## src/rtl/uart_axil_sequencer_pkg.sv

```systemverilog
// uart_axil_sequencer_pkg
// Shared definitions for the UART AXI-Lite sequencer: UART slave register
// map, status word bit positions and the sequencer FSM state encoding.
package uart_axil_sequencer_pkg;

  // UART AXI-Lite slave register map
  localparam int unsigned UART_ADDR_DVSR = 1;
  localparam int unsigned UART_ADDR_TX   = 2;
  localparam int unsigned UART_ADDR_STAT = 3;

  // Bit positions inside the RX/status word
  localparam int unsigned RX_EMPTY_BIT = 8;
  localparam int unsigned TX_FULL_BIT  = 9;

  typedef enum logic [2:0] {
    ST_BOOT = 3'd0,
    ST_IDLE = 3'd1,
    ST_AW   = 3'd2,
    ST_W    = 3'd3,
    ST_B    = 3'd4,
    ST_AR   = 3'd5,
    ST_R    = 3'd6
  } seq_state_t;

endpackage

```

## src/rtl/uart_axil_sequencer_if.sv

```systemverilog
// uart_axil_sequencer_if
// AXI-Lite bus between the sequencer (master) and the UART register slave.
// Ports: write address (awaddr/awvalid/awready), write data
// (wdata/wstrb/wvalid/wready), write response (bvalid/bready), read address
// (araddr/arvalid/arready) and read data (rdata/rvalid/rready).
interface uart_axil_sequencer_if #(
  parameter int ADDR_WIDTH = 32,
  parameter int DATA_WIDTH = 32
);

  logic [ADDR_WIDTH-1:0]   awaddr;
  logic                    awvalid;
  logic                    awready;
  logic [DATA_WIDTH-1:0]   wdata;
  logic [DATA_WIDTH/8-1:0] wstrb;
  logic                    wvalid;
  logic                    wready;
  logic                    bvalid;
  logic                    bready;
  logic [ADDR_WIDTH-1:0]   araddr;
  logic                    arvalid;
  logic                    arready;
  logic [DATA_WIDTH-1:0]   rdata;
  logic                    rvalid;
  logic                    rready;

  modport master (
    output awaddr, awvalid, wdata, wstrb, wvalid, bready, araddr, arvalid, rready,
    input  awready, wready, bvalid, arready, rdata, rvalid
  );

  modport slave (
    input  awaddr, awvalid, wdata, wstrb, wvalid, bready, araddr, arvalid, rready,
    output awready, wready, bvalid, arready, rdata, rvalid
  );

endinterface

```

## src/rtl/uart_axil_sequencer_rr_arbiter2.sv

```systemverilog
// rr_arbiter2
// Two-requester round-robin arbiter. The grant is combinational from the
// requests and the priority pointer; the pointer only moves when the grant
// is actually taken (accept), so an unserved winner keeps its turn.
// Ports: clk, resetn (async, active-high), req[1:0], accept, grant[1:0].
module rr_arbiter2 (
  input  logic       clk,
  input  logic       resetn,
  input  logic [1:0] req,
  input  logic       accept,
  output logic [1:0] grant
);

  // High when requester 1 has priority; requester 0 is favoured after reset
  logic prio_one;

  always_comb begin
    grant = 2'b00;
    if (req[0] && (!prio_one || !req[1])) begin
      grant = 2'b01;
    end else if (req[1]) begin
      grant = 2'b10;
    end
  end

  // Pointer moves past whichever requester was just served
  always_ff @(posedge clk or posedge resetn) begin
    if (resetn) begin
      prio_one <= 1'b0;
    end else if (accept && (grant != 2'b00)) begin
      prio_one <= grant[0];
    end
  end

endmodule

```

## src/rtl/uart_axil_sequencer.sv

```systemverilog
// uart_axil_sequencer
// AXI-Lite master owning the UART register slave. After reset it writes the
// boot divisor, then serves runtime divisor updates, periodic RX/status polls
// and two round-robin byte-stream TX clients, one transaction at a time.
// Ports:
//   clk, resetn            clock, asynchronous active-high reset
//   cfg_valid/ready/dvsr   runtime divisor update
//   txN_valid/ready/data   TX client byte streams (N = 0, 1)
//   rx_valid/ready/data    received-byte stream
//   busy                   sequencer is mid-transaction
//   axi                    AXI-Lite master port to the UART slave
module uart_axil_sequencer
  import uart_axil_sequencer_pkg::*;
#(
  parameter int ADDR_WIDTH  = 32,
  parameter int DATA_WIDTH  = 32,
  parameter int DVSR_INIT   = 650,
  parameter int POLL_CYCLES = 1024
) (
  input  logic        clk,
  input  logic        resetn,
  input  logic        cfg_valid,
  output logic        cfg_ready,
  input  logic [10:0] cfg_dvsr,
  input  logic        tx0_valid,
  output logic        tx0_ready,
  input  logic [7:0]  tx0_data,
  input  logic        tx1_valid,
  output logic        tx1_ready,
  input  logic [7:0]  tx1_data,
  output logic        rx_valid,
  input  logic        rx_ready,
  output logic [7:0]  rx_data,
  output logic        busy,
  uart_axil_sequencer_if.master axi
);

  localparam int CNT_W = $clog2(POLL_CYCLES);
  localparam logic [CNT_W-1:0] POLL_RELOAD = CNT_W'(POLL_CYCLES - 1);

  seq_state_t            state;
  logic [ADDR_WIDTH-1:0] awaddr_q;
  logic [ADDR_WIDTH-1:0] araddr_q;
  logic [DATA_WIDTH-1:0] wdata_q;
  logic                  awvalid_q;
  logic                  wvalid_q;
  logic                  bready_q;
  logic                  arvalid_q;
  logic                  rready_q;
  logic                  rx_valid_q;
  logic [7:0]            rx_data_q;
  logic                  busy_q;
  logic                  tx_full_seen;
  logic                  poll_pending;
  logic [CNT_W-1:0]      poll_cnt;

  logic                  sel_cfg;
  logic                  sel_poll;
  logic                  sel_tx;
  logic [1:0]            tx_grant;
  logic [7:0]            tx_byte;

  // IDLE arbitration: cfg beats poll beats TX, all decided in one cycle
  always_comb begin
    sel_cfg  = (state == ST_IDLE) && cfg_valid;
    sel_poll = (state == ST_IDLE) && !cfg_valid && poll_pending && !rx_valid_q;
    sel_tx   = (state == ST_IDLE) && !cfg_valid && !(poll_pending && !rx_valid_q)
               && !tx_full_seen && (tx0_valid || tx1_valid);
    tx_byte  = tx_grant[1] ? tx1_data : tx0_data;
  end

  rr_arbiter2 u_arb (
    .clk    (clk),
    .resetn (resetn),
    .req    ({tx1_valid, tx0_valid}),
    .accept (sel_tx),
    .grant  (tx_grant)
  );

  assign cfg_ready = sel_cfg;
  assign tx0_ready = sel_tx && tx_grant[0];
  assign tx1_ready = sel_tx && tx_grant[1];

  assign axi.awaddr  = awaddr_q;
  assign axi.awvalid = awvalid_q;
  assign axi.wdata   = wdata_q;
  assign axi.wstrb   = '1;
  assign axi.wvalid  = wvalid_q;
  assign axi.bready  = bready_q;
  assign axi.araddr  = araddr_q;
  assign axi.arvalid = arvalid_q;
  assign axi.rready  = rready_q;

  assign rx_valid = rx_valid_q;
  assign rx_data  = rx_data_q;
  assign busy     = busy_q;

  // Free-running poll timer. A stale TX-full flag re-arms the poll on every
  // IDLE cycle; entering AR (sel_poll) takes precedence and clears it.
  always_ff @(posedge clk or posedge resetn) begin
    if (resetn) begin
      poll_cnt     <= POLL_RELOAD;
      poll_pending <= 1'b0;
    end else begin
      if (poll_cnt == '0) begin
        poll_cnt <= POLL_RELOAD;
      end else begin
        poll_cnt <= poll_cnt - 1'b1;
      end
      if ((poll_cnt == '0) || ((state == ST_IDLE) && tx_full_seen)) begin
        poll_pending <= 1'b1;
      end
      if (sel_poll) begin
        poll_pending <= 1'b0;
      end
    end
  end

  // Transaction FSM. busy is registered alongside the state so it reads 0
  // during reset and BOOT, and follows state != IDLE from then on.
  always_ff @(posedge clk or posedge resetn) begin
    if (resetn) begin
      state        <= ST_BOOT;
      awaddr_q     <= '0;
      araddr_q     <= '0;
      wdata_q      <= '0;
      awvalid_q    <= 1'b0;
      wvalid_q     <= 1'b0;
      bready_q     <= 1'b0;
      arvalid_q    <= 1'b0;
      rready_q     <= 1'b0;
      rx_valid_q   <= 1'b0;
      rx_data_q    <= 8'h00;
      busy_q       <= 1'b0;
      tx_full_seen <= 1'b0;
    end else begin
      if (rx_valid_q && rx_ready) begin
        rx_valid_q <= 1'b0;
      end
      case (state)
        ST_BOOT: begin
          awaddr_q  <= ADDR_WIDTH'(UART_ADDR_DVSR);
          wdata_q   <= DATA_WIDTH'(DVSR_INIT);
          awvalid_q <= 1'b1;
          busy_q    <= 1'b1;
          state     <= ST_AW;
        end
        ST_IDLE: begin
          if (sel_cfg) begin
            awaddr_q  <= ADDR_WIDTH'(UART_ADDR_DVSR);
            wdata_q   <= DATA_WIDTH'(cfg_dvsr);
            awvalid_q <= 1'b1;
            busy_q    <= 1'b1;
            state     <= ST_AW;
          end else if (sel_poll) begin
            araddr_q  <= ADDR_WIDTH'(UART_ADDR_STAT);
            arvalid_q <= 1'b1;
            busy_q    <= 1'b1;
            state     <= ST_AR;
          end else if (sel_tx) begin
            awaddr_q  <= ADDR_WIDTH'(UART_ADDR_TX);
            wdata_q   <= DATA_WIDTH'(tx_byte);
            awvalid_q <= 1'b1;
            busy_q    <= 1'b1;
            state     <= ST_AW;
          end
        end
        ST_AW: begin
          if (axi.awready) begin
            awvalid_q <= 1'b0;
            wvalid_q  <= 1'b1;
            state     <= ST_W;
          end
        end
        ST_W: begin
          if (axi.wready) begin
            wvalid_q <= 1'b0;
            bready_q <= 1'b1;
            state    <= ST_B;
          end
        end
        ST_B: begin
          if (axi.bvalid) begin
            bready_q <= 1'b0;
            busy_q   <= 1'b0;
            state    <= ST_IDLE;
          end
        end
        ST_AR: begin
          if (axi.arready) begin
            arvalid_q <= 1'b0;
            rready_q  <= 1'b1;
            state     <= ST_R;
          end
        end
        ST_R: begin
          if (axi.rvalid) begin
            rready_q     <= 1'b0;
            busy_q       <= 1'b0;
            state        <= ST_IDLE;
            tx_full_seen <= axi.rdata[TX_FULL_BIT];
            if (!axi.rdata[RX_EMPTY_BIT]) begin
              rx_data_q  <= axi.rdata[7:0];
              rx_valid_q <= 1'b1;
            end
          end
        end
        default: begin
          busy_q <= 1'b0;
          state  <= ST_BOOT;
        end
      endcase
    end
  end

endmodule

```

## src/flat_wrapper.sv

```systemverilog
// flat-port wrapper written by rule: the top's interface ports become plain ports
module uart_axil_sequencer_flat import uart_axil_sequencer_pkg::*;
#(
  parameter int ADDR_WIDTH  = 32,
  parameter int DATA_WIDTH  = 32,
  parameter int DVSR_INIT   = 650,
  parameter int POLL_CYCLES = 1024
)
  (clk, resetn, cfg_valid, cfg_ready, cfg_dvsr, tx0_valid, tx0_ready, tx0_data, tx1_valid, tx1_ready, tx1_data, rx_valid, rx_ready, rx_data, busy, axi_awaddr, axi_awvalid, axi_wdata, axi_wstrb, axi_wvalid, axi_bready, axi_araddr, axi_arvalid, axi_rready, axi_awready, axi_wready, axi_bvalid, axi_arready, axi_rdata, axi_rvalid);
  uart_axil_sequencer_if #(.ADDR_WIDTH(ADDR_WIDTH), .DATA_WIDTH(DATA_WIDTH)) axi_i ();
  input  logic clk;
  input  logic resetn;
  input  logic cfg_valid;
  output logic cfg_ready;
  input  logic [10:0] cfg_dvsr;
  input  logic tx0_valid;
  output logic tx0_ready;
  input  logic [7:0] tx0_data;
  input  logic tx1_valid;
  output logic tx1_ready;
  input  logic [7:0] tx1_data;
  output logic rx_valid;
  input  logic rx_ready;
  output logic [7:0] rx_data;
  output logic busy;
  output wire logic [$bits(axi_i.awaddr)-1:0] axi_awaddr;
  output wire logic [$bits(axi_i.awvalid)-1:0] axi_awvalid;
  output wire logic [$bits(axi_i.wdata)-1:0] axi_wdata;
  output wire logic [$bits(axi_i.wstrb)-1:0] axi_wstrb;
  output wire logic [$bits(axi_i.wvalid)-1:0] axi_wvalid;
  output wire logic [$bits(axi_i.bready)-1:0] axi_bready;
  output wire logic [$bits(axi_i.araddr)-1:0] axi_araddr;
  output wire logic [$bits(axi_i.arvalid)-1:0] axi_arvalid;
  output wire logic [$bits(axi_i.rready)-1:0] axi_rready;
  input wire logic [$bits(axi_i.awready)-1:0] axi_awready;
  input wire logic [$bits(axi_i.wready)-1:0] axi_wready;
  input wire logic [$bits(axi_i.bvalid)-1:0] axi_bvalid;
  input wire logic [$bits(axi_i.arready)-1:0] axi_arready;
  input wire logic [$bits(axi_i.rdata)-1:0] axi_rdata;
  input wire logic [$bits(axi_i.rvalid)-1:0] axi_rvalid;
  assign axi_awaddr = axi_i.awaddr;
  assign axi_awvalid = axi_i.awvalid;
  assign axi_wdata = axi_i.wdata;
  assign axi_wstrb = axi_i.wstrb;
  assign axi_wvalid = axi_i.wvalid;
  assign axi_bready = axi_i.bready;
  assign axi_araddr = axi_i.araddr;
  assign axi_arvalid = axi_i.arvalid;
  assign axi_rready = axi_i.rready;
  assign axi_i.awready = axi_awready;
  assign axi_i.wready = axi_wready;
  assign axi_i.bvalid = axi_bvalid;
  assign axi_i.arready = axi_arready;
  assign axi_i.rdata = axi_rdata;
  assign axi_i.rvalid = axi_rvalid;
  uart_axil_sequencer #(.ADDR_WIDTH(ADDR_WIDTH), .DATA_WIDTH(DATA_WIDTH), .DVSR_INIT(DVSR_INIT), .POLL_CYCLES(POLL_CYCLES)) u_core (.clk(clk), .resetn(resetn), .cfg_valid(cfg_valid), .cfg_ready(cfg_ready), .cfg_dvsr(cfg_dvsr), .tx0_valid(tx0_valid), .tx0_ready(tx0_ready), .tx0_data(tx0_data), .tx1_valid(tx1_valid), .tx1_ready(tx1_ready), .tx1_data(tx1_data), .rx_valid(rx_valid), .rx_ready(rx_ready), .rx_data(rx_data), .busy(busy), .axi(axi_i));
endmodule
```

## config.mk

```make
export PLATFORM = sky130hd
export DESIGN_NAME = uart_axil_sequencer_flat
export DESIGN_NICKNAME = d
export VERILOG_FILES = /design/src/rtl/uart_axil_sequencer_pkg.sv /design/src/rtl/uart_axil_sequencer_if.sv /design/src/rtl/uart_axil_sequencer_rr_arbiter2.sv /design/src/rtl/uart_axil_sequencer.sv /design/src/flat_wrapper.sv
export SDC_FILE = /design/constraint.sdc
export NUM_CORES = 1
export LEC_CHECK = 0
export CAP_MARGIN = 20
export CORE_MARGIN = 5
export CORE_UTILIZATION = 37
export CTS_CLUSTER_DIAMETER = 100
export DETAILED_ROUTE_END_ITERATION = 7
export GPL_TIMING_DRIVEN = 0
export PLACE_DENSITY = 0.91
export SLEW_MARGIN = 20
export SYNTH_ARGS = -nofsm -noshare
export SYNTH_HDL_FRONTEND = slang
export SYNTH_SLANG_ARGS = --single-unit
```

## constraint.sdc

```tcl
create_clock -name clk -period 1.8 [get_ports clk]
set_input_delay 0.27 -clock clk [delete_from_list [all_inputs] [get_ports clk]]
set_output_delay 0.27 -clock clk [all_outputs]
set_load 0.03 [all_outputs]
```

# == Word-level counts from Yosys, hierarchy flattened ==
# Index checks and enable logic that the tools add are counted.
# totals
output_inout_bits,118
register_bits,96
# op_classes
mux,48
n_reduce_logical,45
addsub,1
eq_ne,16
n_bitwise,3
# op_table
operator,n
$mux 32,6
$pmux 32 s2,2
$mux 3,8
$mux 1,21
$pmux 3 s7,1
$reduce_and 3->1,6
$logic_and 1x1->1,14
$reduce_bool 2->1,7
$ne 2x2->1 const B,6
$reduce_and 4->1,3
$logic_not 10->1,1
$mux 10,1
$sub 10x1->10 const B,1
$eq 3x3->1 const B,3
$mux 8,1
$pmux 1 s2,4
$eq 3x2->1 const B,2
$logic_not 1->1,6
$reduce_and 6->1,1
$pmux 1 s5,1
$mux 2,2
$ne 4x2->1 const B,1
$eq 3x1->1 const B,1
$logic_not 3->1,1
9 further kinds,13

# == Logic depth before layout (Yosys ltp) ==
# Gate-level depths: netlist (run 1).
# depth
depth_word,10
mapped_depth,6

# == Hierarchy ==
# A second synthesis (run 1) with hierarchy kept.
# unflattened
cells_unflattened,307
area_unflattened_um2,2980.4
# modules_own_cells
module,cells_per_inst,area_per_inst_um2,n_inst
uart_axil_sequencer,300,2921.6,1
rr_arbiter2,7,58.8,1

# == Worst setup path before layout (run 1) ==
# No wires, ideal clock.
# synth_timing
path_type,reg2out
start,"register u_core.rx_valid_q, in the netlist u_core.rx_valid"
end,output port tx1_ready
setup_slack_ps,-250
required_time_ps,1530
n_path_buf,0
arrival_ps,1780
stages_incl_launch_ff,5
cell_sequence,dfrtp_1 -> nor2b_1 -> nor2_1 -> and2_0 -> nor3b_1
# synth_between
elab_chain_cells,7
# synth_lines
element,line,source
start: declaration,uart_axil_sequencer.sv:50,logic rx_valid_q;
start signal: assignment,uart_axil_sequencer.sv:132,rx_valid_q <= 1'b0;
start signal: assignment,uart_axil_sequencer.sv:138,rx_valid_q <= 1'b0;
start signal: assignment,uart_axil_sequencer.sv:204,rx_valid_q <= 1'b1;
$logic_not 1->1,uart_axil_sequencer.sv:67,sel_tx = (state == ST_IDLE) && !cfg_valid && !(poll_pending && !rx_valid_q)
$logic_and 1x1->1,uart_axil_sequencer.sv:67,
$logic_not 1->1,uart_axil_sequencer.sv:67,
$logic_and 1x1->1,uart_axil_sequencer.sv:67,
$logic_and 1x1->1 (2 in series),uart_axil_sequencer.sv:68,&& !tx_full_seen && (tx0_valid || tx1_valid);
$logic_and 1x1->1,uart_axil_sequencer.sv:82,assign tx1_ready = sel_tx && tx_grant[1];
end: declaration,flat_wrapper.sv:20,output logic tx1_ready;
# No other way between the ends.

# == Final worst setup path (run 1) ==
# layout_timing
start,input port tx1_valid
end,output port tx1_ready
# layout_between
elab_chain_cells,5
# layout_lines
element,line,source
start: declaration,flat_wrapper.sv:19,input logic tx1_valid;
$logic_not 1->1,uart_axil_sequencer_rr_arbiter2.sv:19,if (req[0] && (!prio_one || !req[1])) begin
$logic_or 1x1->1,uart_axil_sequencer_rr_arbiter2.sv:19,
$logic_and 1x1->1,uart_axil_sequencer_rr_arbiter2.sv:19,
$mux 2,uart_axil_sequencer_rr_arbiter2.sv:19,
$logic_and 1x1->1 *,uart_axil_sequencer.sv:82,
# Mark *: on every way between the ends. The rest lies on a longest branch, timed or not.

==> results of run 1 <==
## sequential cells by signal (all words and copies together) (netlist names)
| register | cells |
|---|---|
| u_core.axi.rready | 1 |
| u_core.poll_pending | 1 |
| u_core.rx_data | 8 |
| u_core.axi.araddr | 1 |
| u_core.state | 3 |
| u_core.rx_valid | 1 |
| u_core.u_arb.prio_one | 1 |
| u_core.axi.bready | 1 |
| u_core.axi.awaddr | 2 |
| u_core.tx_full_seen | 1 |
| u_core.axi.awvalid | 1 |
| u_core.axi.wdata | 11 |
| u_core.busy | 1 |
| u_core.axi.arvalid | 1 |
| u_core.poll_cnt | 10 |
| u_core.axi.wvalid | 1 |
## cells by family (layout without fill, tap and decap cells)
group | Yosys count | after routing | share of synthesized area (%)
buf+inv | 104 | 202 | 24.84
mux | 12 | 12 | 4.703
xor+xnor | 6 | 6 | 1.796
other cells | 2 | 85 | 0.2566
compound gates | 54 | 54 | 12.87
flops | 45 | 45 | 38.91
simple gates | 82 | 82 | 16.20
fa+ha+maj | 1 | 1 | 0.4275
## power by group through the flow
stage          sequential (mW)  clock [mW]  combinational, mW
2_1_floorplan             2.03           0               1.41
3_3_place_gp              1.54           0               2.73
3_5_place_dp              1.57           0               2.79
4_1_cts                   1.55       0.711               2.91
5_1_grt                   1.58       0.755               3.20
6_report                  1.55       0.700               3.00
## layer usage
metal  up-vias  wire length (um)  global-route usage (%)  share of wire (%)
met5         -                 0                       0                  0
met4         0               201                   6.828                2.7
met3        17               745                   4.600                9.9
met2       113              3852                   25.77                 51
met1      1137              2739                   16.33                 36
li1       1234                 -                       -                  -
## how the worst max path moves through the flow
stage | depth (start not counted) | slack, ns | start | end
global placement | 5 | -0.78 | cfg_valid | cfg_ready
finish | 6 | -0.05 | tx1_valid | tx1_ready
global route | 5 | -0.17 | u_core.rx_valid$_DFF_PP0_ | tx1_ready
CTS | 4 | -0.03 | u_core.state[2]$_DFFE_PP0P_ | tx1_ready
floorplan | 4 | 0.03 | u_core.state[1]$_DFFE_PP0P_ | u_core.axi.wdata[10]$_DFFE_PP0P_
detailed placement | 5 | -0.80 | cfg_valid | cfg_ready
## through the flow
step	setup TNS, ns	cells	utilization, %	instance area [um2]	setup WS (ns)
finish	-0.05226	589	57.01	4405	-0.05226
global route	-0.2413	589	57.01	4405	-0.1665
CTS	-0.03496	586	56.35	4354	-0.03496
detailed placement	-5.671	572	54.24	4192	-0.7963
global placement	-19.02	571	53.98	4172	-0.7802
floorplan	0	389	-	3243	0.02907
## synth_stat cells (all sizes together), types with 2 or more instances
cell     n  area share (%)
nand3   10             1.7
o21ai   14             2.4
mux2    11             4.4
a22o     3            0.90
and4bb   2            0.85
a21oi   11             1.9
dfrtp   35              30
nand2   19             2.4
o31ai    2            0.51
nand2b   9             1.9
nor2    16             2.1
a21o     2            0.51
dfstp   10             9.0
xor2     5             1.5
inv     10             1.3
a32o     6             2.1
clkbuf   4            0.51
nor2b    3            0.64
conb     2            0.26
nor3     4             1.1
nand3b  10             2.6
a31oi    4            0.85
buf     90              23
and2     2            0.43
o22a     3            0.90
## repair_timing
item                       4_1_cts  5_1_grt
pin swaps                        2        4
gates resized for setup         29       10
hold endpoints to repair         0        0
setup endpoints to repair        3       24
buffers inserted                 6        3
## area by class of cell
cell class              instances  area (um2)
inverters                      10       37.54
clock buffers                   6       82.58
clock inverters                 2       17.52
well taps                     102       127.6
plain buffers                  94       698.2
repair buffers                 90       887.1
flip-flops and latches         45        1141
multi-input cells             240        1414
fillers                       680        3322
==> impl_metrics.env, run 1 <==
export IMPL_grt_usage_pct=14.77
export IMPL_grt_max_degree=28
export IMPL_internal_power_mw=3.007
export IMPL_cts_sinks=45
export IMPL_critical_path_max_fanout=4
export IMPL_period_minus_slack_ns=1.852
export IMPL_comb_power_share_pct=57.2
export IMPL_pwr_share_seq_pct=29.5
export IMPL_critPathRequiredTime_ns=1.53
export IMPL_h_tree_depth=2
export IMPL_grt_pass1_vias=2445
export IMPL_cpPeakStageDelay_ns=0.44
export IMPL_synth_edf_count=0
export IMPL_cts_hold_buf=0
export IMPL_yosys_warnings=0
export IMPL_nets=557
export IMPL_drt_wl_total_um=7539
export IMPL_irDropWorstVdd_mv=0.6521
export IMPL_drtIter0Drc=109
export IMPL_die_h_um=98.94
export IMPL_hold_class="primary input to asynchronous set/reset pin"
export IMPL_path_delay_family="buffers and inverters"
export IMPL_r2r_start="u_core.state[0]$_DFFE_PP0P_"
export IMPL_area_delta_synth_final_pct=50.53
export IMPL_failed_checks="setup timing"
export IMPL_gp_congestion=0.8397
export IMPL_cp_cell_sequence="clkdlybuf4s50_1 -> o21bai_1 -> nor2_2 -> and2_0 -> nor3b_2 -> buf_4"
export IMPL_max_cap_violations=0
export IMPL_synth_seq_cells=45
export IMPL_fin_skew_ns=0.002973
export IMPL_dp_hpwl_um=6043
export IMPL_drive_above_1_share_pct=31.42
export IMPL_final_max_slew_viol_count=0
export IMPL_setup_viol_count_final=1
export IMPL_p_leak_nw=2.165
export IMPL_diodes=0
export IMPL_clk_path_buf_depth=2
export IMPL_dr_total_vias=2501
export IMPL_outcome="finished, violations left"
export IMPL_period_share_pct=102.9
export IMPL_place_port_buffers=80
export IMPL_overflow=0
export IMPL_finalPower_mw=5.251
export IMPL_syn_inst=306
export IMPL_fin_ws_ns=-0.05226
export IMPL_reg2reg_depth=6
export IMPL_wire_per_inst_um=12.80
export IMPL_core_area_um2=7727
export IMPL_cts_root_buf="clkbuf_8"
export IMPL_powerDensity_nw_per_um2=1192
export IMPL_cts_tree="yes"
export IMPL_hold_violations=0
export IMPL_synth_flop_cell="dfrtp_1"
export IMPL_crit_arrival_ns=1.58
export IMPL_vias_per_cell=4.246
export IMPL_crit_slowest_cell="clkdlybuf4s50_1"
export IMPL_cts_buffers=5
export IMPL_detail_route_antenna_nets=0
export IMPL_async_reset_ff_share_pct=100.0
export IMPL_yosysSeqAreaShare_pct=38.91
export IMPL_yosysUniqueCellTypes=49
export IMPL_final_common_cell="buf_4"
export IMPL_num_rows=32
export IMPL_rsz0062_at_grt="true"
export IMPL_worst_path_buf_inv=2
export IMPL_clk_pin_slew_worst_paths_ns=0.09
export IMPL_io_pins=188
export IMPL_path_class="primary input to primary output"
export IMPL_syn_avg_cell_area_um2=9.564
export IMPL_power_frac_clock_pct=13.3
export IMPL_antenna_found_initial=0
export IMPL_synth_area_um2=2927
export IMPL_drt_pass1_iterations=4
export IMPL_fmaxAchievable_ghz=0.5399
export IMPL_drc=0
export IMPL_die_w_um=98.94
export IMPL_r2r_end="u_core.state[0]$_DFFE_PP0P_"
export IMPL_rrSetupSlack_ns=0.07
export IMPL_end_kind="primary output"
export IMPL_start_util_pct=37.87
export IMPL_p_switching_mw=2.244
export IMPL_final_cell_mix="buf_4, conb_1, clkdlybuf4s50_1, dfrtp_1, nand2_1"
export IMPL_grt_pass1_wl_um=11700
export IMPL_switching_share_pct=42.74
export IMPL_clk_latency_ns=0.31
export IMPL_dieArea_um2=9788
export IMPL_hold_worst_slack_ns=0.2689
export IMPL_cp_start_kind="primary input"
(Power assumes the default switching activity.)
==> run 2: changes to the inputs <==
--- a/config.mk
+++ b/config.mk
@@ -11,6 +11,7 @@
 export CTS_CLUSTER_DIAMETER = 100
 export DETAILED_ROUTE_END_ITERATION = 7
 export GPL_TIMING_DRIVEN = 0
+export MAX_ROUTING_LAYER = met4
 export PLACE_DENSITY = 0.91
 export SLEW_MARGIN = 20
 export SYNTH_ARGS = -nofsm -noshare
==> run 2 against run 1 <==
The run still ends with setup timing left. Sequential cell count did not move. Clock power fell by 0.9%. Critical path depth did not move. Wire length rose by 0.23%. Total power barely moved. Cell area did not move. Hold slack improved by 0.0018 ns. Non-clock buffer count did not move. Core utilization did not move.
==> impl_metrics.env, run 2 (synthesis gave the netlist of run 1 again) <==
export IMPL_outcome="finished, violations left"
export IMPL_failed_checks="setup timing"
export IMPL_drc=0
export IMPL_h_tree_depth=2
export IMPL_fin_ws_ns=-0.05613
export IMPL_pwr_share_seq_pct=29.5
export IMPL_dr_total_vias=2496
export IMPL_drt_wl_total_um=7556
export IMPL_final_max_slew_viol_count=0
export IMPL_clk_pin_slew_worst_paths_ns=0.09
export IMPL_overflow=0
export IMPL_p_leak_nw=2.165
export IMPL_place_port_buffers=80
export IMPL_fmaxAchievable_ghz=0.5388
export IMPL_fin_setup_tns_ns=-0.05613
export IMPL_grt_pass1_wl_um=11690
export IMPL_seq_area_um2=1141
export IMPL_dp_hpwl_um=6043
export IMPL_antenna_found_initial=0
export IMPL_clk_latency_ns=0.31
export IMPL_diodes=0
export IMPL_internal_power_mw=3.007
export IMPL_final_common_cell="buf_4"
export IMPL_hold_class="primary input to asynchronous set/reset pin"
export IMPL_dieArea_um2=9788
export IMPL_gp_congestion=0.8528
export IMPL_setup_viol_count_final=1
export IMPL_period_share_pct=103.1
export IMPL_wire_per_inst_um=12.83
export IMPL_largest_reg_flops=11
export IMPL_fin_skew_ns=0.003745
export IMPL_crit_slowest_cell="clkdlybuf4s50_1"
export IMPL_core_area_um2=7727
export IMPL_cts_buffers=5
export IMPL_end_kind="primary output"
export IMPL_start_util_pct=37.87
export IMPL_irDropWorstVdd_mv=0.6516
export IMPL_finalPower_mw=5.252
export IMPL_fill_cells=680
export IMPL_final_util_pct=57.01
export IMPL_nets=557
export IMPL_p_switching_mw=2.245
export IMPL_hold_violations=0
export IMPL_drtIter0Drc=99
export IMPL_cpPeakStageDelay_ns=0.44
export IMPL_critical_path_max_fanout=4
export IMPL_rsz0062_at_grt="true"
export IMPL_cp_start_kind="primary input"
export IMPL_cts_hold_buf=0
export IMPL_grt_pass1_vias=2447
export IMPL_die_w_um=98.94
export IMPL_grt_usage_pct=15.18
export IMPL_cp_cell_sequence="clkdlybuf4s50_1 -> o21bai_1 -> nor2_2 -> and2_0 -> nor3b_2 -> buf_4"
export IMPL_period_minus_slack_ns=1.856
export IMPL_pre_cts_slack_ns=-0.7963
export IMPL_power_frac_clock_pct=13.2
export IMPL_clk_path_buf_depth=2
export IMPL_grt_max_degree=28
export IMPL_crit_arrival_ns=1.59
export IMPL_detail_route_antenna_nets=0
export IMPL_comb_power_share_pct=57.3
export IMPL_die_h_um=98.94
export IMPL_vias_per_cell=4.238
export IMPL_powerDensity_nw_per_um2=1192
export IMPL_max_cap_violations=0
export IMPL_cts_sinks=45
export IMPL_io_pins=188
export IMPL_critPathRequiredTime_ns=1.53
export IMPL_num_rows=32
export IMPL_switching_share_pct=42.74
export IMPL_multi_input_area_um2=1414
export IMPL_path_class="primary input to primary output"
export IMPL_cts_tree="yes"
export IMPL_drt_pass1_iterations=4
export IMPL_drive_above_1_share_pct=31.42
export IMPL_final_cell_mix="buf_4, conb_1, clkdlybuf4s50_1, dfrtp_1, nand2_1"
export IMPL_cts_root_buf="clkbuf_8"
export IMPL_area_delta_synth_final_pct=50.53
==> run 2: cell counts in the layout (fill, tap and decap cells not counted) <==
No cell type changed its count.
==> run 2: path summary, 6_finish.rpt <==
path | slack [ns] | cells after the start | from | endpoint
worst max register to register | 0.06 | 6 | u_core.state[0]$_DFFE_PP0P_ | u_core.state[0]$_DFFE_PP0P_
max in group asynchronous | 0.96 | 3 | resetn | u_core.poll_cnt[9]$_DFF_PP1_
worst min-delay path | 0.27 | 2 | resetn | u_core.axi.wdata[1]$_DFFE_PP0P_
worst min register to register | 0.46 | 1 | u_core.poll_cnt[0]$_DFF_PP1_ | u_core.poll_cnt[0]$_DFF_PP1_
min in group clk | 0.46 | 1 | u_core.poll_cnt[0]$_DFF_PP1_ | u_core.poll_cnt[0]$_DFF_PP1_
worst max-delay path | -0.06 | 6 | tx1_valid | tx1_ready
==> run 2: worst max-delay path: cells and delay by family <==
kind | cells | cell delay, ns
and+or+nand+nor | 3 | 0.38
AOI/OAI and AO/OA | 1 | 0.33
buffers and inverters | 2 | 0.61
==> run 2: what timing repair did <==
| item | CTS | global route |
|---|---|---|
| endpoints found under the setup margin | 3 | 24 |
| resized for setup | 29 | 10 |
| pin swaps | 2 | 4 |
| setup buffers | 6 | 3 |
==> run 2: power by group through the flow <==
stage	Sequential, mW	Combinational (mW)	Clock (mW)
after detailed placement	1.57	2.79	0
after global routing	1.58	3.20	0.752
after floorplan	2.03	1.41	0
after global placement	1.54	2.73	0
final	1.55	3.01	0.694
after CTS	1.55	2.91	0.711
==> run 2: routing by layer <==
metal  GRT usage, %  vias to the layer above  part of all wire [%]
met5              -                        -                     0
met4          6.828                        0                   2.8
met3          3.963                       18                   8.7
met2          25.88                      105                    51
met1          16.55                     1139                    38
li1               -                     1234                     -
==> run 2: per-stage QoR <==
step | instances | hold slack [ns] | instance area [um2]
final | 589 | 0.2708 | 4405
after global routing | 589 | 0.3103 | 4405
after CTS | 586 | 0.2798 | 4354
after detailed placement | 572 | 0.4484 | 4192
after global placement | 571 | 0.4363 | 4172
after floorplan | 389 | 0.4027 | 3243
==> run 2: final cells by class <==
cell class              count  share of cell area [%]
flip-flops and latches     45                   25.90
multi-input cells         240                   32.09
clock buffers               6                   1.874
well taps                 102                   2.897
repair buffers             90                   20.14
inverters                  10                  0.8520
plain buffers              94                   15.85
clock inverters             2                  0.3976
